<file path="src/rtl/top_pkg.sv">
// Shared constants for the teaching CPU: opcodes, ALU ops, program ROM and hex font.
package top_pkg;

  localparam logic [5:0] OpRType = 6'h00;
  localparam logic [5:0] OpJ     = 6'h02;
  localparam logic [5:0] OpBeq   = 6'h04;
  localparam logic [5:0] OpAddi  = 6'h08;
  localparam logic [5:0] OpOri   = 6'h0D;

  localparam logic [5:0] FnAdd = 6'h20;
  localparam logic [5:0] FnSub = 6'h22;
  localparam logic [5:0] FnAnd = 6'h24;
  localparam logic [5:0] FnOr  = 6'h25;
  localparam logic [5:0] FnSlt = 6'h2A;

  typedef enum logic [2:0] {AluAdd, AluSub, AluAnd, AluOr, AluSlt} alu_op_e;

  localparam int unsigned ProgWords = 11;

  localparam logic [31:0] ProgRom [ProgWords] = '{
    32'h201D_00FC,  // addi $29,$0,0x00FC
    32'h2001_0008,  // addi $1,$0,8
    32'h2002_0002,  // addi $2,$0,2
    32'h0022_1820,  // add  $3,$1,$2
    32'h0022_2022,  // sub  $4,$1,$2
    32'h0022_2824,  // and  $5,$1,$2
    32'h0022_3025,  // or   $6,$1,$2
    32'h0041_382A,  // slt  $7,$2,$1
    32'h1000_0001,  // beq  $0,$0,+1
    32'h2008_0001,  // addi $8,$0,1 (skipped)
    32'h0800_0000   // j    0
  };

  // Active-low {dp, g..a}; dp kept off.
  localparam logic [7:0] HexSeg [16] = '{
    8'hC0, 8'hF9, 8'hA4, 8'hB0, 8'h99, 8'h92, 8'h82, 8'hF8,
    8'h80, 8'h90, 8'h88, 8'h83, 8'hC6, 8'hA1, 8'h86, 8'h8E
  };

  function automatic logic [31:0] alu_calc(alu_op_e op, logic [31:0] a, logic [31:0] b);
    logic [31:0] res;
    case (op)
      AluAdd:  res = a + b;
      AluSub:  res = a - b;
      AluAnd:  res = a & b;
      AluOr:   res = a | b;
      AluSlt:  res = {31'b0, $signed(a) < $signed(b)};
      default: res = a + b;
    endcase
    return res;
  endfunction

endpackage

</file>
<file path="src/rtl/seg_display.sv">
// Scanned 4-digit and serial 8-digit 7-segment drivers for a 32-bit display value.
module seg_display import top_pkg::*; #(
  parameter int unsigned ScanW  = 17,
  parameter int unsigned SerDiv = 2
) (
  input  logic        clk_i,
  input  logic        rst_ni,
  input  logic [31:0] value_i,
  output logic [3:0]  an_o,
  output logic [7:0]  seg_o,
  output logic        sclk_o,
  output logic        sclr_o,
  output logic        sdo_o,
  output logic        spen_o
);

  localparam int unsigned DivW = (SerDiv > 1) ? $clog2(SerDiv) : 1;

  typedef enum logic [1:0] {StLoad, StShift, StPen} ser_state_e;

  logic [ScanW-1:0] scan_q;
  logic [3:0]       an_q;
  logic [7:0]       seg_q;
  logic [1:0]       digit;
  logic [3:0]       nib;

  assign digit = scan_q[ScanW-1 -: 2];
  assign nib   = value_i[{1'b0, digit, 2'b00} +: 4];

  always_ff @(posedge clk_i) begin
    if (!rst_ni) begin
      scan_q <= '0;
      an_q   <= 4'hF;
      seg_q  <= 8'hFF;
    end else begin
      scan_q <= scan_q + ScanW'(1);
      an_q   <= ~(4'b0001 << digit);
      seg_q  <= HexSeg[nib];
    end
  end

  assign an_o  = an_q;
  assign seg_o = seg_q;

  ser_state_e       state_q, state_d;
  logic [DivW-1:0]  div_q, div_d;
  logic [5:0]       bit_q, bit_d;
  logic [63:0]      frame_q, frame_d;
  logic             sclk_q, sclk_d;
  logic [63:0]      frame_load;

  // Digit 7 lands in the top byte so it leaves first.
  always_comb begin
    frame_load = '0;
    for (int d = 0; d < 8; d++) begin
      frame_load[8*d +: 8] = HexSeg[value_i[4*d +: 4]];
    end
  end

  always_comb begin
    state_d = state_q;
    div_d   = div_q;
    bit_d   = bit_q;
    frame_d = frame_q;
    sclk_d  = sclk_q;
    unique case (state_q)
      StLoad: begin
        frame_d = frame_load;
        bit_d   = '0;
        div_d   = '0;
        sclk_d  = 1'b0;
        state_d = StShift;
      end
      StShift: begin
        if (div_q == DivW'(SerDiv - 1)) begin
          div_d = '0;
          if (!sclk_q) begin
            sclk_d = 1'b1;
          end else begin
            // Falling edge: data advances only while the clock is low.
            sclk_d = 1'b0;
            if (bit_q == 6'd63) begin
              state_d = StPen;
            end else begin
              bit_d   = bit_q + 6'd1;
              frame_d = {frame_q[62:0], 1'b0};
            end
          end
        end else begin
          div_d = div_q + DivW'(1);
        end
      end
      StPen:   state_d = StLoad;
      default: state_d = StLoad;
    endcase
  end

  always_ff @(posedge clk_i) begin
    if (!rst_ni) begin
      state_q <= StLoad;
      div_q   <= '0;
      bit_q   <= '0;
      frame_q <= '0;
      sclk_q  <= 1'b0;
    end else begin
      state_q <= state_d;
      div_q   <= div_d;
      bit_q   <= bit_d;
      frame_q <= frame_d;
      sclk_q  <= sclk_d;
    end
  end

  assign sclk_o = sclk_q;
  assign sclr_o = 1'b1;
  assign sdo_o  = frame_q[63];
  assign spen_o = (state_q == StPen);

endmodule

</file>
<file path="src/rtl/top.sv">
// Board top: single-cycle MIPS-subset core stepped by SW[5], with 7-segment state display.
// Define STEP_BYPASS_EN to step on every clock instead of on SW[5] rising edges.
module top import top_pkg::*; #(
  parameter int unsigned SCAN_W     = 17,
  parameter int unsigned SER_DIV    = 2,
  parameter int unsigned IMEM_DEPTH = 64
) (
  input  logic        CLK,
  input  logic        Reset,
  input  logic [15:0] SW,
  output logic [3:0]  AN,
  output logic [7:0]  SEGMENT,
  output logic        SEGLED_CLK,
  output logic        SEGLED_CLR,
  output logic        SEGLED_DO,
  output logic        SEGLED_PEN
);

  localparam logic [31:0] PcMask = 32'(IMEM_DEPTH * 4 - 1);

  logic        sw5_s1_q, sw5_s2_q, sw5_prev_q;
  logic        step;
  logic [31:0] pc_q;
  logic [31:0] rf_q [32];

  always_ff @(posedge CLK) begin
    if (!Reset) begin
      sw5_s1_q   <= 1'b0;
      sw5_s2_q   <= 1'b0;
      sw5_prev_q <= 1'b0;
    end else begin
      sw5_s1_q   <= SW[5];
      sw5_s2_q   <= sw5_s1_q;
      sw5_prev_q <= sw5_s2_q;
    end
  end

`ifdef STEP_BYPASS_EN
  logic unused_sync;
  assign unused_sync = sw5_s2_q ^ sw5_prev_q;
  assign step = 1'b1;
`else
  assign step = sw5_s2_q & ~sw5_prev_q;
`endif

  logic [31:0] rom_idx, instr;
  logic [5:0]  opcode, funct;
  logic [4:0]  rs, rt, rd;
  logic [31:0] imm_sext, imm_zext, rs_data, rt_data;

  assign rom_idx  = 32'(pc_q[7:2]);
  assign instr    = (rom_idx < ProgWords) ? ProgRom[rom_idx[3:0]] : '0;
  assign opcode   = instr[31:26];
  assign rs       = instr[25:21];
  assign rt       = instr[20:16];
  assign rd       = instr[15:11];
  assign funct    = instr[5:0];
  assign imm_sext = {{16{instr[15]}}, instr[15:0]};
  assign imm_zext = {16'b0, instr[15:0]};
  assign rs_data  = rf_q[rs];
  assign rt_data  = rf_q[rt];

  alu_op_e     alu_op;
  logic [31:0] alu_b, alu_res;
  logic        rf_we, is_beq, is_j;
  logic [4:0]  wr_idx;

  always_comb begin
    alu_op = AluAdd;
    alu_b  = rt_data;
    rf_we  = 1'b0;
    wr_idx = rd;
    is_beq = 1'b0;
    is_j   = 1'b0;
    case (opcode)
      OpRType: begin
        rf_we = 1'b1;
        case (funct)
          FnAdd:   alu_op = AluAdd;
          FnSub:   alu_op = AluSub;
          FnAnd:   alu_op = AluAnd;
          FnOr:    alu_op = AluOr;
          FnSlt:   alu_op = AluSlt;
          default: rf_we  = 1'b0;
        endcase
      end
      OpAddi: begin
        alu_b  = imm_sext;
        rf_we  = 1'b1;
        wr_idx = rt;
      end
      OpOri: begin
        alu_op = AluOr;
        alu_b  = imm_zext;
        rf_we  = 1'b1;
        wr_idx = rt;
      end
      OpBeq: begin
        alu_op = AluSub;
        is_beq = 1'b1;
      end
      OpJ:     is_j = 1'b1;
      default: ;
    endcase
  end

  assign alu_res = alu_calc(alu_op, rs_data, alu_b);

  logic [31:0] pc_plus4, next_pc_raw, next_pc;

  assign pc_plus4 = pc_q + 32'd4;

  always_comb begin
    next_pc_raw = pc_plus4;
    if (is_j) begin
      next_pc_raw = {pc_plus4[31:28], instr[25:0], 2'b00};
    end else if (is_beq && (rs_data == rt_data)) begin
      next_pc_raw = pc_plus4 + {imm_sext[29:0], 2'b00};
    end
  end

  assign next_pc = next_pc_raw & PcMask;

  // $0 is never written, so it reads back as zero without a read-side mux.
  always_ff @(posedge CLK) begin
    if (!Reset) begin
      pc_q <= '0;
      for (int i = 0; i < 32; i++) begin
        rf_q[i] <= '0;
      end
    end else if (step) begin
      pc_q <= next_pc;
      if (rf_we && (wr_idx != 5'd0)) begin
        rf_q[wr_idx] <= alu_res;
      end
    end
  end

  logic [31:0] disp_v;

  always_comb begin
    disp_v = '0;
    case (SW[15:13])
      3'b000:  disp_v = pc_q;
      3'b001:  disp_v = next_pc;
      3'b010:  disp_v = {22'b0, rs, rt};
      3'b011:  disp_v = rs_data;
      3'b100:  disp_v = rt_data;
      3'b101:  disp_v = alu_res;
      3'b110:  disp_v = instr;
      default: disp_v = rf_q[SW[4:0]];
    endcase
  end

  logic unused_bits;
  assign unused_bits = ^{SW[12:6], instr[10:6]};

  seg_display #(
    .ScanW  (SCAN_W),
    .SerDiv (SER_DIV)
  ) u_disp (
    .clk_i   (CLK),
    .rst_ni  (Reset),
    .value_i (disp_v),
    .an_o    (AN),
    .seg_o   (SEGMENT),
    .sclk_o  (SEGLED_CLK),
    .sclr_o  (SEGLED_CLR),
    .sdo_o   (SEGLED_DO),
    .spen_o  (SEGLED_PEN)
  );

endmodule

</file>
<file path="config.mk">
export PLATFORM = sky130hd
export DESIGN_NAME = top
export DESIGN_NICKNAME = d
export VERILOG_FILES = /design/src/rtl/top_pkg.sv /design/src/rtl/seg_display.sv /design/src/rtl/top.sv
export SDC_FILE = /design/constraint.sdc
export NUM_CORES = 2
export LEC_CHECK = 0
export CORE_MARGIN = 2
export CORE_UTILIZATION = 45
export DETAILED_ROUTE_END_ITERATION = 12
export HOLD_SLACK_MARGIN = 0.15
export PLACE_DENSITY = 0.67
export SYNTH_ARGS = -nofsm -noshare
export SYNTH_HDL_FRONTEND = slang
export SYNTH_HIERARCHICAL = 1
export SYNTH_SLANG_ARGS = --single-unit
</file>
<file path="constraint.sdc">
create_clock -name CLK -period 12 [get_ports CLK]
set_clock_uncertainty 0.1 [all_clocks]
set_input_delay 1.2 -clock CLK [delete_from_list [all_inputs] [get_ports CLK]]
set_output_delay 1.2 -clock CLK [all_outputs]
set_load 0.05 [all_outputs]
</file>
==> results.md <==
- Status: finished, final reports clean
- Hold-fix buffers, CTS: 0
- Max_slew headroom: 15.0%
- Reg power frac: 47.5%
- Die X: 363 um
- Peak VDD IR: 0.135 mV
- Area grow syn2layout: 14.7%
- Slew @ Worst Pin: 1.28 ns
- Filler cell count: 10514
- Min-delay worst type: reg -> reg
- Yosys Warn Count: 6
- WP data arrival: 9.86 ns
- DRT Pass-1 Iters: 8
- RSZ-0062 raised after global routing: false
- Initial core utilization: 45.4%
- Clk network pwr share: 37.4%
- CP Launch Type: flop
- TritonCTS Buffers: 118
- Clock edge transition at the registers on the reported setup and hold paths: 0.06 ns
- Clock buffer depth: 3
- Clock root cell: clkbuf_16
- Maxcap violations: 0
- Worst-skew pair later-pin latency: 0.76 ns
- Area post-placement: 62600 um2
- Total core area: 128000 um2
- Largest net degree at the start of global routing: 119
- Internal power: 7.27 mW
- Pre-CTS setup slack: 2.80 ns
- Req. time, crit path: 12.53 ns
- Overflow after GRT: 0
- Final hold violations: 0
- Vias: 37519
- Cells after Synth: 4039
- Synth unique cells: 93
- Hold Slack: 0.340 ns
- CP endpoint kind: flop
- Total Routed Length: 165 mm
- Initial antenna violation count: 3
- Leak: 24.9 nW
- Commonest non-fill, non-tap cell in the layout: edfxtp_1
- Power per Cell Area: 148 nW/um2
- Setup TNS: 0 ns
- Combinational share of power: 15.1%
- IO Count: 34
- Placed cells: 6235
- Finished Layout Cells: 6458
- Die area: 132000 um2
- Core Rows: 131
- DR WL/cell: 25.6 um
- Synthesized area: 58000 um2
- CTS tree: yes
- Ys flop type: edfxtp_1
- Switching Share: 26.3%
- Share of cells above drive strength 1: 17.9%
- Final Cycle Share: 77.8%
- IO buf count: 24
- Setup ws final: 2.67 ns
- Achievable frequency: 107 MHz
- Vias/cell: 5.81
- Post-synth EDFFs: 1024
- Die Height: 363 um
- Asr flop ratio synth: 0%
- # H-tree levels: 3
- Final Setup Violations: 0
- Nets: 4884
- Vias in the first global route: 37007
- Post-CTS Setup Bufs: 0
- Commonest cells after routing, fill and taps aside: edfxtp_1 (1024), conb_1 (706), nor2_1 (491)
- Sw power: 2.59 mW
- Worst-path fanout max: 51
- Post-synth top area share: 53.0%
- Final min period: 9.33 ns
- Final Max Slew Viols: 0
- Routability cong.: 0.990
- Avg Cell Area, Syn: 14.4 um2
- GRT Util Overall: 25.2%
- Clk sinks: 1137
- Post-CTS resize count: 0
- Register area share after synthesis: 56.9%
- 1st-iter DRT viols: 4611
- DRC viols: 0
- Final ANT Viol Nets: 0
- Leading post-synthesis cells by cell area: edfxtp_1 (53%), mux4_2 (18%), dfxtp_1 (3.9%)
- First-pass GRT wire length: 244 mm
- Kind of critical path: reg -> reg
- Post-DP HPWL: 107 mm
- Register bit count reported by yosys: 1137
- Final instance area: 66500 um2
- Largest area contributor in the netlist: edfxtp_1
## routing by layer
| metal | share of wire [%] | GRT usage [%] | vias to the layer above |
|---|---|---|---|
| met5 | 0 | 0 | - |
| met4 | 4.9 | 11.3 | 0 |
| met3 | 9.1 | 4.72 | 320 |
| met2 | 47 | 40.2 | 1739 |
| met1 | 39 | 33.7 | 19087 |
| li1 | - | - | 16373 |
## through the flow
step | utilization [%] | total power, mW
global placement | 49.0 | 6.21
detailed placement | 49.0 | 6.23
floorplan | - | 5.73
finish | 52.1 | 9.86
CTS | 52.1 | 9.90
global route | 52.1 | 10.2
## synth_stat cells (12+ instances only)
master,count
edfxtp_1,1024
nor2_1,495
mux4_2,462
nand2_1,208
ha_1,170
inv_1,164
a21oi_1,163
clkbuf_1,160
o21ai_0,135
buf_2,121
dfxtp_1,113
mux2i_1,91
a211oi_1,48
nand3_1,45
nor3_1,36
nand2b_1,32
o221ai_1,31
a31oi_1,30
a22o_1,29
buf_1,28
o211ai_1,27
a21o_1,22
nor2b_1,21
a221o_1,20
o2bb2ai_1,19
mux2_2,18
o21a_1,16
or3_1,16
and2_1,15
a32o_1,13
and3_1,13
nand3b_1,13
nor3b_1,12
o21bai_1,12
## worst max-delay path, cell delays in order, from the launching register on
cell and delay [ns]:
dfxtp_1 0.68, ha_1 0.38, and2_1 0.16, o21ai_1 0.06, buf_4 0.27, inv_6 0.63
buf_4 0.48, mux4_2 0.67, mux2i_1 0.16, o21ai_0 0.11, nand2_1 0.26, ha_1 0.38
nor3b_1 0.30, nand2_1 0.18, a211oi_1 0.48, o21ai_1 0.24, a2111oi_4 0.52, a31o_2 0.31
o31ai_1 0.18, o41ai_1 0.33, a21oi_1 0.20, buf_4 0.23, o21ai_1 0.93, mux2_2 0.42
a22oi_1 0.25, a21oi_1 0.11, a22o_1 0.20
## final cells by class
type	instances	area, um2	share of cell area, %
diodes	4	10.0	0.0151
clock buffers	151	3210	4.83
clock inverters	68	701	1.05
inverters	167	632	0.950
multi-input cells	3114	25600	38.5
flip-flops and latches	1137	33000	49.6
well taps	1662	2080	3.13
repair buffers	155	1250	1.87
## path summary, 6_finish.rpt
path         slack (ns)  depth (start not counted)            endpoint     start
min                0.34                          1            sw5_s2_q  sw5_s1_q
min reg2reg        0.34                          1            sw5_s2_q  sw5_s1_q
max reg2reg        2.67                         26  u_disp/frame_q[62]   pc_q[3]
max                2.67                         26  u_disp/frame_q[62]   pc_q[3]
## power groups by stage
stage,logic [mW],registers (mW),clock network (mW)
floorplan,0.984,4.75,0
global placement,1.46,4.75,0
detailed placement,1.47,4.77,0
CTS,1.47,4.69,3.74
global route,1.59,4.71,3.89
finish,1.49,4.69,3.68
## state kept, by name (all words and copies together) (netlist names), 2 cells and up
signal,flops
u_disp/bit_q,6
u_disp/frame_q,64
u_disp/state_q,2
pc_q,8
u_disp/scan_q,17
u_disp/an_o,4
rf_q,1024
u_disp/seg_o,7
## cells by family after synthesis
logic type | after synthesis | share of synthesized area [%]
AND/OR/NAND/NOR | 948 | 7.19
AO/OA/AOI/OAI | 694 | 8.28
other | 2 | 0.0130
buffers and inverters | 492 | 3.58
flip-flops | 1137 | 56.9
multiplexers | 573 | 19.9
adder cells (fa/ha/maj) | 173 | 3.77
XOR/XNOR | 20 | 0.302
Power figures use the tool's default switching activity.
